[config.mk]
export PLATFORM = sky130hd
export DESIGN_NAME = seq_gen_flat
export DESIGN_NICKNAME = d
export VERILOG_FILES = /design/src/rtl/seq_gen_if.sv /design/src/rtl/seq_gen.sv /design/src/flat_wrapper.sv
export SDC_FILE = /design/constraint.sdc
export NUM_CORES = 1
export LEC_CHECK = 0
export ABC_CLOCK_PERIOD_IN_PS = 2400
export CORE_ASPECT_RATIO = 1.5
export CORE_MARGIN = 3
export CORE_UTILIZATION = 50
export CTS_BUF_LIST = sky130_fd_sc_hd__clkbuf_2
export DETAILED_ROUTE_END_ITERATION = 12
export MAX_ROUTING_LAYER = met4
export PLACE_DENSITY = 0.84
export SETUP_SLACK_MARGIN = 0.05
export SLEW_MARGIN = 20
export SYNTH_ARGS = -nofsm -noshare
export SYNTH_HDL_FRONTEND = slang
export SYNTH_SLANG_ARGS = --single-unit
[constraint.sdc]
create_clock -name clk -period 2.4 [get_ports clk]
set_input_delay 0.48 -clock clk [delete_from_list [all_inputs] [get_ports clk]]
set_output_delay 0.48 -clock clk [all_outputs]
set_load 0.005 [all_outputs]
[src/rtl/seq_gen_if.sv]
// seq_gen_if: bundles the frame request inputs and the serial output /
// status signals of seq_gen. The generator connects through the slave
// modport; whatever drives frame requests uses the master modport.
interface seq_gen_if;
   logic       start;
   logic [7:0] data;
   logic       dout;
   logic       busy;
   logic       done;
   logic [7:0] frame_cnt;

   modport master (
      output start,
      output data,
      input  dout,
      input  busy,
      input  done,
      input  frame_cnt
   );

   modport slave (
      input  start,
      input  data,
      output dout,
      output busy,
      output done,
      output frame_cnt
   );
endinterface

[src/rtl/seq_gen.sv]
// seq_gen: serial frame generator.
// A frame is the PATTERN sync byte (MSB first), then the payload byte
// captured on the accepting edge (MSB first), then optionally one even
// parity bit, then a one-cycle DONE slot that pulses done and bumps
// frame_cnt. dout is a register, so the first sync bit appears in the
// cycle right after start is accepted.
// Optional feature macro: SEQ_GEN_PARITY_EN (adds the PAR state and the
// even parity bit; without it frames are 16 bits long).
module seq_gen #(
   parameter logic [7:0] PATTERN  = 8'b0101_0101,
   parameter logic       IDLE_LVL = 1'b1
) (
   input  logic     clk,
   input  logic     rst,
   seq_gen_if.slave bus
);

   typedef enum logic [4:0] {
      S_IDLE = 5'b00001,
      S_SYNC = 5'b00010,
      S_DATA = 5'b00100,
      S_PAR  = 5'b01000,
      S_DONE = 5'b10000
   } state_t;

   state_t     r_state;
   state_t     w_state_next;
   logic [2:0] r_cnt;
   logic [2:0] w_cnt_next;
   logic [7:0] r_shift;
   logic [7:0] w_shift_next;
   logic       r_dout;
   logic       w_dout_next;
   logic [7:0] r_frame_cnt;
   logic       w_frame_inc;
`ifdef SEQ_GEN_PARITY_EN
   logic       r_par;
   logic       w_par_next;
`endif

   // State register plus the per-frame working registers (bit counter,
   // payload shift register and the registered serial output).
   always_ff @(posedge clk or posedge rst) begin
      if (rst) begin
         r_state <= S_IDLE;
         r_cnt   <= 3'd0;
         r_shift <= 8'd0;
         r_dout  <= IDLE_LVL;
      end else begin
         r_state <= w_state_next;
         r_cnt   <= w_cnt_next;
         r_shift <= w_shift_next;
         r_dout  <= w_dout_next;
      end
   end

`ifdef SEQ_GEN_PARITY_EN
   // Parity of the payload, computed once when the byte is accepted.
   always_ff @(posedge clk or posedge rst) begin
      if (rst) begin
         r_par <= 1'b0;
      end else begin
         r_par <= w_par_next;
      end
   end
`endif

   // Completed-frame counter; free-running wrap at 255 -> 0.
   always_ff @(posedge clk or posedge rst) begin
      if (rst) begin
         r_frame_cnt <= 8'd0;
      end else if (w_frame_inc) begin
         r_frame_cnt <= r_frame_cnt + 8'd1;
      end
   end

   // Next-state logic. dout is computed for the state being entered so
   // that the registered output lines up with the state it belongs to.
   always_comb begin
      w_state_next = r_state;
      w_cnt_next   = r_cnt;
      w_shift_next = r_shift;
      w_dout_next  = IDLE_LVL;
      w_frame_inc  = 1'b0;
`ifdef SEQ_GEN_PARITY_EN
      w_par_next   = r_par;
`endif
      case (r_state)
         S_IDLE: begin
            if (bus.start) begin
               w_state_next = S_SYNC;
               w_cnt_next   = 3'd0;
               w_shift_next = bus.data;
               w_dout_next  = PATTERN[7];
`ifdef SEQ_GEN_PARITY_EN
               w_par_next   = ^bus.data;
`endif
            end
         end
         S_SYNC: begin
            w_cnt_next = r_cnt + 3'd1;
            if (r_cnt == 3'd7) begin
               // Last sync bit on the line: next cycle carries payload MSB.
               w_state_next = S_DATA;
               w_dout_next  = r_shift[7];
               w_shift_next = {r_shift[6:0], 1'b0};
            end else begin
               // r_cnt+1 sync bits will have been sent; index 6-r_cnt is next.
               w_dout_next = PATTERN[3'd6 - r_cnt];
            end
         end
         S_DATA: begin
            w_cnt_next = r_cnt + 3'd1;
            if (r_cnt == 3'd7) begin
`ifdef SEQ_GEN_PARITY_EN
               w_state_next = S_PAR;
               w_dout_next  = r_par;
`else
               w_state_next = S_DONE;
               w_dout_next  = IDLE_LVL;
               w_frame_inc  = 1'b1;
`endif
            end else begin
               w_dout_next  = r_shift[7];
               w_shift_next = {r_shift[6:0], 1'b0};
            end
         end
`ifdef SEQ_GEN_PARITY_EN
         S_PAR: begin
            w_state_next = S_DONE;
            w_dout_next  = IDLE_LVL;
            w_frame_inc  = 1'b1;
         end
`endif
         S_DONE: begin
            // start is deliberately not looked at here; it is dropped.
            w_state_next = S_IDLE;
         end
         default: begin
            w_state_next = S_IDLE;
         end
      endcase
   end

   assign bus.dout      = r_dout;
   assign bus.busy      = (r_state == S_SYNC) || (r_state == S_DATA) || (r_state == S_PAR);
   assign bus.done      = (r_state == S_DONE);
   assign bus.frame_cnt = r_frame_cnt;

endmodule

[src/flat_wrapper.sv]
// flat-port wrapper written by rule: the top's interface ports become plain ports
module seq_gen_flat 
#(
   parameter logic [7:0] PATTERN  = 8'b0101_0101,
   parameter logic       IDLE_LVL = 1'b1
)
  (clk, rst, bus_start, bus_data, bus_dout, bus_busy, bus_done, bus_frame_cnt);
  seq_gen_if bus_i ();
  input  logic clk;
  input  logic rst;
  input wire logic [$bits(bus_i.start)-1:0] bus_start;
  input wire logic [$bits(bus_i.data)-1:0] bus_data;
  output wire logic [$bits(bus_i.dout)-1:0] bus_dout;
  output wire logic [$bits(bus_i.busy)-1:0] bus_busy;
  output wire logic [$bits(bus_i.done)-1:0] bus_done;
  output wire logic [$bits(bus_i.frame_cnt)-1:0] bus_frame_cnt;
  assign bus_i.start = bus_start;
  assign bus_i.data = bus_data;
  assign bus_dout = bus_i.dout;
  assign bus_busy = bus_i.busy;
  assign bus_done = bus_i.done;
  assign bus_frame_cnt = bus_i.frame_cnt;
  seq_gen #(.PATTERN(PATTERN), .IDLE_LVL(IDLE_LVL)) u_core (.clk(clk), .rst(rst), .bus(bus_i));
endmodule
==> flow_metrics.py <==
metrics = {
    "status": {
        "status": "completed",
    },
    "yosys": {
        "async_flop_share": 1.00,
        "netlist_area_sq_um": 1180,
        "yosysTopAreaCell": "dfrtp_1",
        "ys_types": 36,
        "synth_ff_type": "dfrtp_1",
        "yosysWarnings": 0,
        "synth_top_area_frac": 0.465,
        "syn-num-nets": 131,
        "synth_area_leaders": "dfrtp_1, nand2_1, dfstp_2, nor2_1, a31oi_1",
        "synth_edf_count": 0,
        "synth.avg_cell_area_sq_um": 10.1,
        "ys_seq_area_frac": 0.509,
        "synth_seq_cells": 24,
        "postSynthCellCount": 117,
    },
    "drt": {
        "avgViaCountPerCell": 5.46,
        "wl_per_cell_um": 13.9,
        "drt_iter0_markers": 9,
        "drtAntennaViolNets": 0,
        "vias": 907,
        "wl_mm": 2.31,
        "dr.pass1.iters": 4,
        "drc": 0,
    },
    "global_routing": {
        "grt.overflow.total": 0,
        "grt_max_degree": 25,
        "grt_pass1_wl_mm": 3.79,
        "grt_pass1_vias": 866,
        "antenna_found_initial": 0,
        "grt_usage": 0.175,
    },
    "setup_path": {
        "ff2ff_path_depth": 6,
        "max_stage_delay_ns": 0.50,
        "path_buf_inv": 2,
        "required_ns": 1.92,
        "crit_path_start_kind": "register",
        "cp_top_family": "flip-flops",
        "cp.arrival_ns": 1.79,
        "critical_path_class": "register to primary output",
        "crit_fanout": 8,
        "end_kind": "primary output",
        "worstSetupPathDepth": 4,
        "path_cells": "and2b_2 > o21ai_4 > inv_2 > clkdlybuf4s50_1",
        "cp_slowest_cell": "dfrtp_2",
    },
    "placement": {
        "place_congestion": 0.735,
        "io_buffer_count": 21,
        "place_hpwl_mm": 1.63,
    },
    "clocking": {
        "root_buffer": "clkbuf_2",
        "tritoncts": "yes",
        "cts.clk_slew.worst_paths_ns": 0.22,
        "cts_max_level": 1,
        "clock-sinks": 24,
        "cts_buffers": 3,
        "clk_latency_ns": 0.37,
        "ctsHoldBuffers": 0,
        "cts_buffer_depth": 2,
    },
    "floorplanning": {
        "rows": 21,
        "die_h_um": 65.6,
        "ios": 22,
        "initial_core_util": 0.531,
        "die_x_um": 45.7,
        "core_sq_um": 2230,
        "die-area_sq_um": 3000,
    },
    "sta": {
        "tightest_slew_ns": 0.457,
        "relSlewSlack": 0.695,
        "grt_setup_unrepaired": "no",
        "slew_violations": 0,
        "setup-violations-final": 0,
        "fin_crit_ns": 2.27,
        "tns_ns": 0,
        "finClkSkew_ns": 0.00627,
        "hold_slack_ns": 0.404,
        "post-route-period-util": 0.946,
        "hold_viol": 0,
        "fmax_mhz": 440,
    },
    "worst_hold_path": {
        "holdCritPathClass": "input port to async pin",
    },
    "finish": {
        "drive_above_1_share": 0.161,
        "fin_nets": 158,
        "n_antenna_cell": 0,
        "area_growth_syn_to_layout_pct": 25.9,
    },
    "power_and_ir_drop": {
        "p_per_area_nw_per_um2": 875,
        "vdd_ir_drop_max_mv": 0.599,
        "p_leak_nw": 0.680,
    },
    "job": {
        "maxCapViolations": 0,
    },
}
## registers in the layout (all words and copies together) (netlist names)
register	cells
u_core.r_cnt	3
u_core.bus.frame_cnt	8
u_core.bus.dout	1
u_core.r_state	4
u_core.r_shift	8
## final cells by class
type	instances	area, sq um
clock buffers	3	15.0
multi-input cells	82	531
repair buffers	28	263
clock inverters	1	30.0
fillers	181	742
flip-flops and latches	24	606
inverters	5	18.8
well taps	23	28.8
## cell usage after synthesis, drive strengths merged (2+ instances only)
library cell,count
a21oi,2
a22o,2
a31oi,7
and3,2
and4bb,2
buf,6
dfrtp,22
dfstp,2
ha,3
inv,5
nand2,20
nand3,2
nand4,2
nor2,12
nor2b,2
nor3,2
o21ai,5
xnor2,5
xor2,2
## final timing paths
path                                                startpoint                                   to  slack, ns
hold / removal                                             rst  u_core.bus.frame_cnt[4]$_DFFE_PP0P_       0.40
max in group asynchronous                                  rst            u_core.bus.dout$_DFF_PP1_       1.71
setup reg to reg                   u_core.r_cnt[0]$_DFFE_PP0P_        u_core.r_shift[4]$_DFFE_PP0P_       0.49
setup / recovery                 u_core.r_state[1]$_DFFE_PP0P_                             bus_busy       0.13
min in group clk           u_core.bus.frame_cnt[7]$_DFFE_PP0P_  u_core.bus.frame_cnt[7]$_DFFE_PP0P_       0.50
hold reg to reg            u_core.bus.frame_cnt[7]$_DFFE_PP0P_  u_core.bus.frame_cnt[7]$_DFFE_PP0P_       0.50
## cells in the final DEF, fill, tap and decap left out, types with 2 or more instances in the layout
cell type	count
a21oi_1	2
a22o_1	2
a31oi_1	7
and3_1	2
buf_4	7
clkbuf_2	3
clkdlybuf4s50_1	21
dfrtp_1	20
dfrtp_2	2
dfstp_2	2
ha_1	3
inv_1	4
nand2_1	20
nand3_1	2
nand4_1	2
nor2_1	11
nor2b_1	2
nor3_1	2
o21ai_0	3
xnor2_1	5
xor2_1	2
## kinds of logic after synthesis
group | synth area share
muxes | 0.0180
adders and majority gates | 0.0317
xor gates and xnor gates | 0.0517
AOI/OAI and AO/OA | 0.132
buffers and inverters | 0.0465
DFF | 0.509
and+or+nand+nor | 0.211
## worst reg2reg max path: cells and delay by family (launching register included)
| kind | cells | cell delay [ns] |
|---|---|---|
| simple gates | 2 | 0.39 |
| compound gates | 2 | 0.45 |
| flops | 1 | 0.46 |
| fa+ha+maj | 2 | 0.52 |
## power by group
part	internal [W]	switching [W]
Sequential	0.000525	0.0000857
Clock	0.000143	0.000130
Combinational	0.000206	0.000216
## per-layer routing
layer	GRT usage	routed length, um
met5	-	0
met4	0.0854	58
met3	0.0164	73
met2	0.274	1220
met1	0.222	956
## repair_timing
item,CTS,global route
setup endpoints to repair,1,1
hold endpoints to repair,0,0
resized for setup,2,2
buffers inserted,1,3
pin swaps,1,0
## per-stage QoR
stage | utilization | setup WS (ns) | instances | cell area, sq um | total power [W]
after floorplan | - | 0.547 | 117 | 1180 | 0.000899
after global placement | 0.631 | 0.449 | 158 | 1410 | 0.000982
after detailed placement | 0.631 | 0.421 | 158 | 1410 | 0.00101
after CTS | 0.656 | 0.0935 | 163 | 1470 | 0.00129
after global routing | 0.668 | 0.0492 | 166 | 1490 | 0.00139
final | 0.668 | 0.128 | 166 | 1490 | 0.00131
Note: power is estimated with default switching activity, not from simulation.
==> RTL change: new RTL, config.mk and constraints unchanged <==
`IDLE_LVL` is set to 1'b1 in 2 places; all go to 1'b0.
--- a/src/rtl/seq_gen.sv
+++ b/src/rtl/seq_gen.sv
@@ -8,7 +8,7 @@
 // even parity bit; without it frames are 16 bits long).
 module seq_gen #(
    parameter logic [7:0] PATTERN  = 8'b0101_0101,
-   parameter logic       IDLE_LVL = 1'b1
+   parameter logic       IDLE_LVL = 1'b0
 ) (
    input  logic     clk,
    input  logic     rst,
--- a/src/flat_wrapper.sv
+++ b/src/flat_wrapper.sv
@@ -2,7 +2,7 @@
 module seq_gen_flat 
 #(
    parameter logic [7:0] PATTERN  = 8'b0101_0101,
-   parameter logic       IDLE_LVL = 1'b1
+   parameter logic       IDLE_LVL = 1'b0
 )
   (clk, rst, bus_start, bus_data, bus_dout, bus_busy, bus_done, bus_frame_cnt);
   seq_gen_if bus_i ();
Formal check against the unedited RTL: not equivalent (Yosys sat finds a counterexample within 4 cycles, from zero or initial values and one cycle with rst high).
==> RTL change against the original RTL <==
- cell count down 1.8%
- synthesized area up 8.2%
- sequential share of layout area down 0.96 points
- worst hold slack better by 0.044 ns
- critical path depth unchanged
- worst setup slack better by 0.038 ns
- non-clock buffer count down 2
- wire length down 6.1%
- final area up 2.4%
- sequential cell count unchanged
- power down 4.5%
- critical endpoint unchanged
- largest power group unchanged
==> RTL change: results (changes against the original RTL) <==
outcome=completed; Skew-Pair Late Insertion Delay=0.33 ns (-0.04 ns); VDD IR max=0.000504 V (-16%); DP Worst Slack=0.295 ns (-0.125 ns); Min-Delay Path Class=in2async; Synth async-reset ratio=1.00 (unchanged); met2 Use GR=0.262 (-0.0127); Starting DRT DRC Count=13 (+4); Compound-Gate Fraction of Synth Area=0.152 (+0.0202); post-synth cell types=41 (+14%); CP Data Arrival Time=1.75 ns (-0.04 ns); placed cell areas=0.00148 mm² (+5.1%); GRT Total Usage=0.164 (-0.0109); first-pass GRT wire length=3690 µm (-2.6%); M3 GR Usage=0.0158 (-0.000649); worst hold slack=0.448 ns (+0.0443 ns); WL final=2170 µm (-6.1%); Mapped Cells=115 (-1.7%); syn_nets=129 (-1.5%); Comb pwr share=0.387 (+0.064); post-synthesis mux area share=0.0166 (-0.00137); first-pass detailed-route iteration total=4 (unchanged); P_leak=0.000666 µW (-2.1%); vias in the first global route=838 (-3.2%); fraction of layout cells with a size suffix above 1=0.236 (+0.0749); register area share after synthesis=0.469 (-0.0397); Final #Nets=155 (-1.9%); final instance area=0.00153 mm² (+2.4%); dominant synthesized flop cell=dfrtp_1; number of fill cells=181 (unchanged); Final Wtd Congestion=0.797 (+8.6%); Crit Reg-Reg Endpoint=u_core.r_shift[4]; root buffer cell=clkbuf_2; n_diodes=0 (unchanged); final cell count without fillers=163 (-1.8%); Synth area leaders=dfrtp_1 (45%), a31oi_2 (6.8%), nand2_1 (5.6%); slew margin rel.=0.720 (+0.0249); largest net degree at the start of global routing=25 (unchanged); CP max FO=10 (+2); initial antenna violation count=0 (unchanged); met1 Track Usage GR=0.206 (-0.0155); CTS clk-pin slew, worst paths=roughly 0.21 ns; reg-to-reg critical path startpoint=u_core.r_cnt[0]; Adder-Cell Fraction of Synth Area=0.0293 (-0.00241); hpwl dp=1610 µm (-1.0%); flop2flop setup slack=0.40 ns (-0.09 ns); number of buffers created by CTS=3 (unchanged); Max Root-Sink Buffers=2 (unchanged); total power=1250 µW (-4.5%); post-synthesis xor/xnor area fraction=0.0537 (+0.00192); via count=897 (-1.1%); most frequent cells after synthesis=dfrtp_1 (23), nand2_1 (19), nor2_1 (10); Sw Ratio=0.367 (+0.0369); R2R depth=6 (unchanged); port bufs=21 (unchanged); worst clock skew=0.00426 ns (-0.00201 ns)
[RTL change: cell types whose count changed after synthesis, sizes merged]
cell / unedited run / this run
a21o: 1 / 0
a21oi: 2 / 1
a22oi: 1 / 0
a32oi: 0 / 1
and2b: 1 / 0
and4bb: 2 / 0
buf: 6 / 5
dfrtp: 22 / 23
dfstp: 2 / 1
nand2: 20 / 21
nor2: 12 / 11
nor2b: 2 / 3
nor3: 2 / 3
nor4bb: 0 / 2
[RTL change: how the worst max path moves through the flow]
stage	startpoint	endpoint	slack [ns]	cells past startpoint
after global routing	u_core.r_state[2]	bus_busy	0.07	4
after CTS	u_core.r_state[2]	bus_busy	0.07	4
final	u_core.r_state[2]	bus_busy	0.17	4
after detailed placement	u_core.r_state[1]	bus_busy	0.30	4
after global placement	u_core.r_state[1]	bus_busy	0.39	4
after floorplan	u_core.r_cnt[0]	u_core.r_shift[2]	0.59	8
[RTL change: final cells by class]
class	instances	area share
Clock inverter	1	0.00246
Inverter	5	0.0123
Multi-Input combinational cell	81	0.398
Tap cell	23	0.0188
Timing Repair Buffer	26	0.162
Clock buffer	3	0.00983
Sequential cell	24	0.396
[RTL change: per-layer routing]
metal,vias up,part of all wire
li1,448,-
met1,423,0.45
met2,21,0.50
met3,5,0.030
met4,0,0.018
met5,-,0
[RTL change: worst max-delay path, stage by stage, from the launching register on]
cell and delay [ns]:
dfrtp_2 0.50, nor2b_4 0.27, o21ai_4 0.09, inv_2 0.06, clkdlybuf4s50_1 0.49
[RTL change: repair_timing]
action,in CTS,in global routing
endpoints found under the hold margin,0,0
gates resized for setup,1,2
setup endpoints to repair,1,2
pin swaps,1,0
buffers inserted,1,2
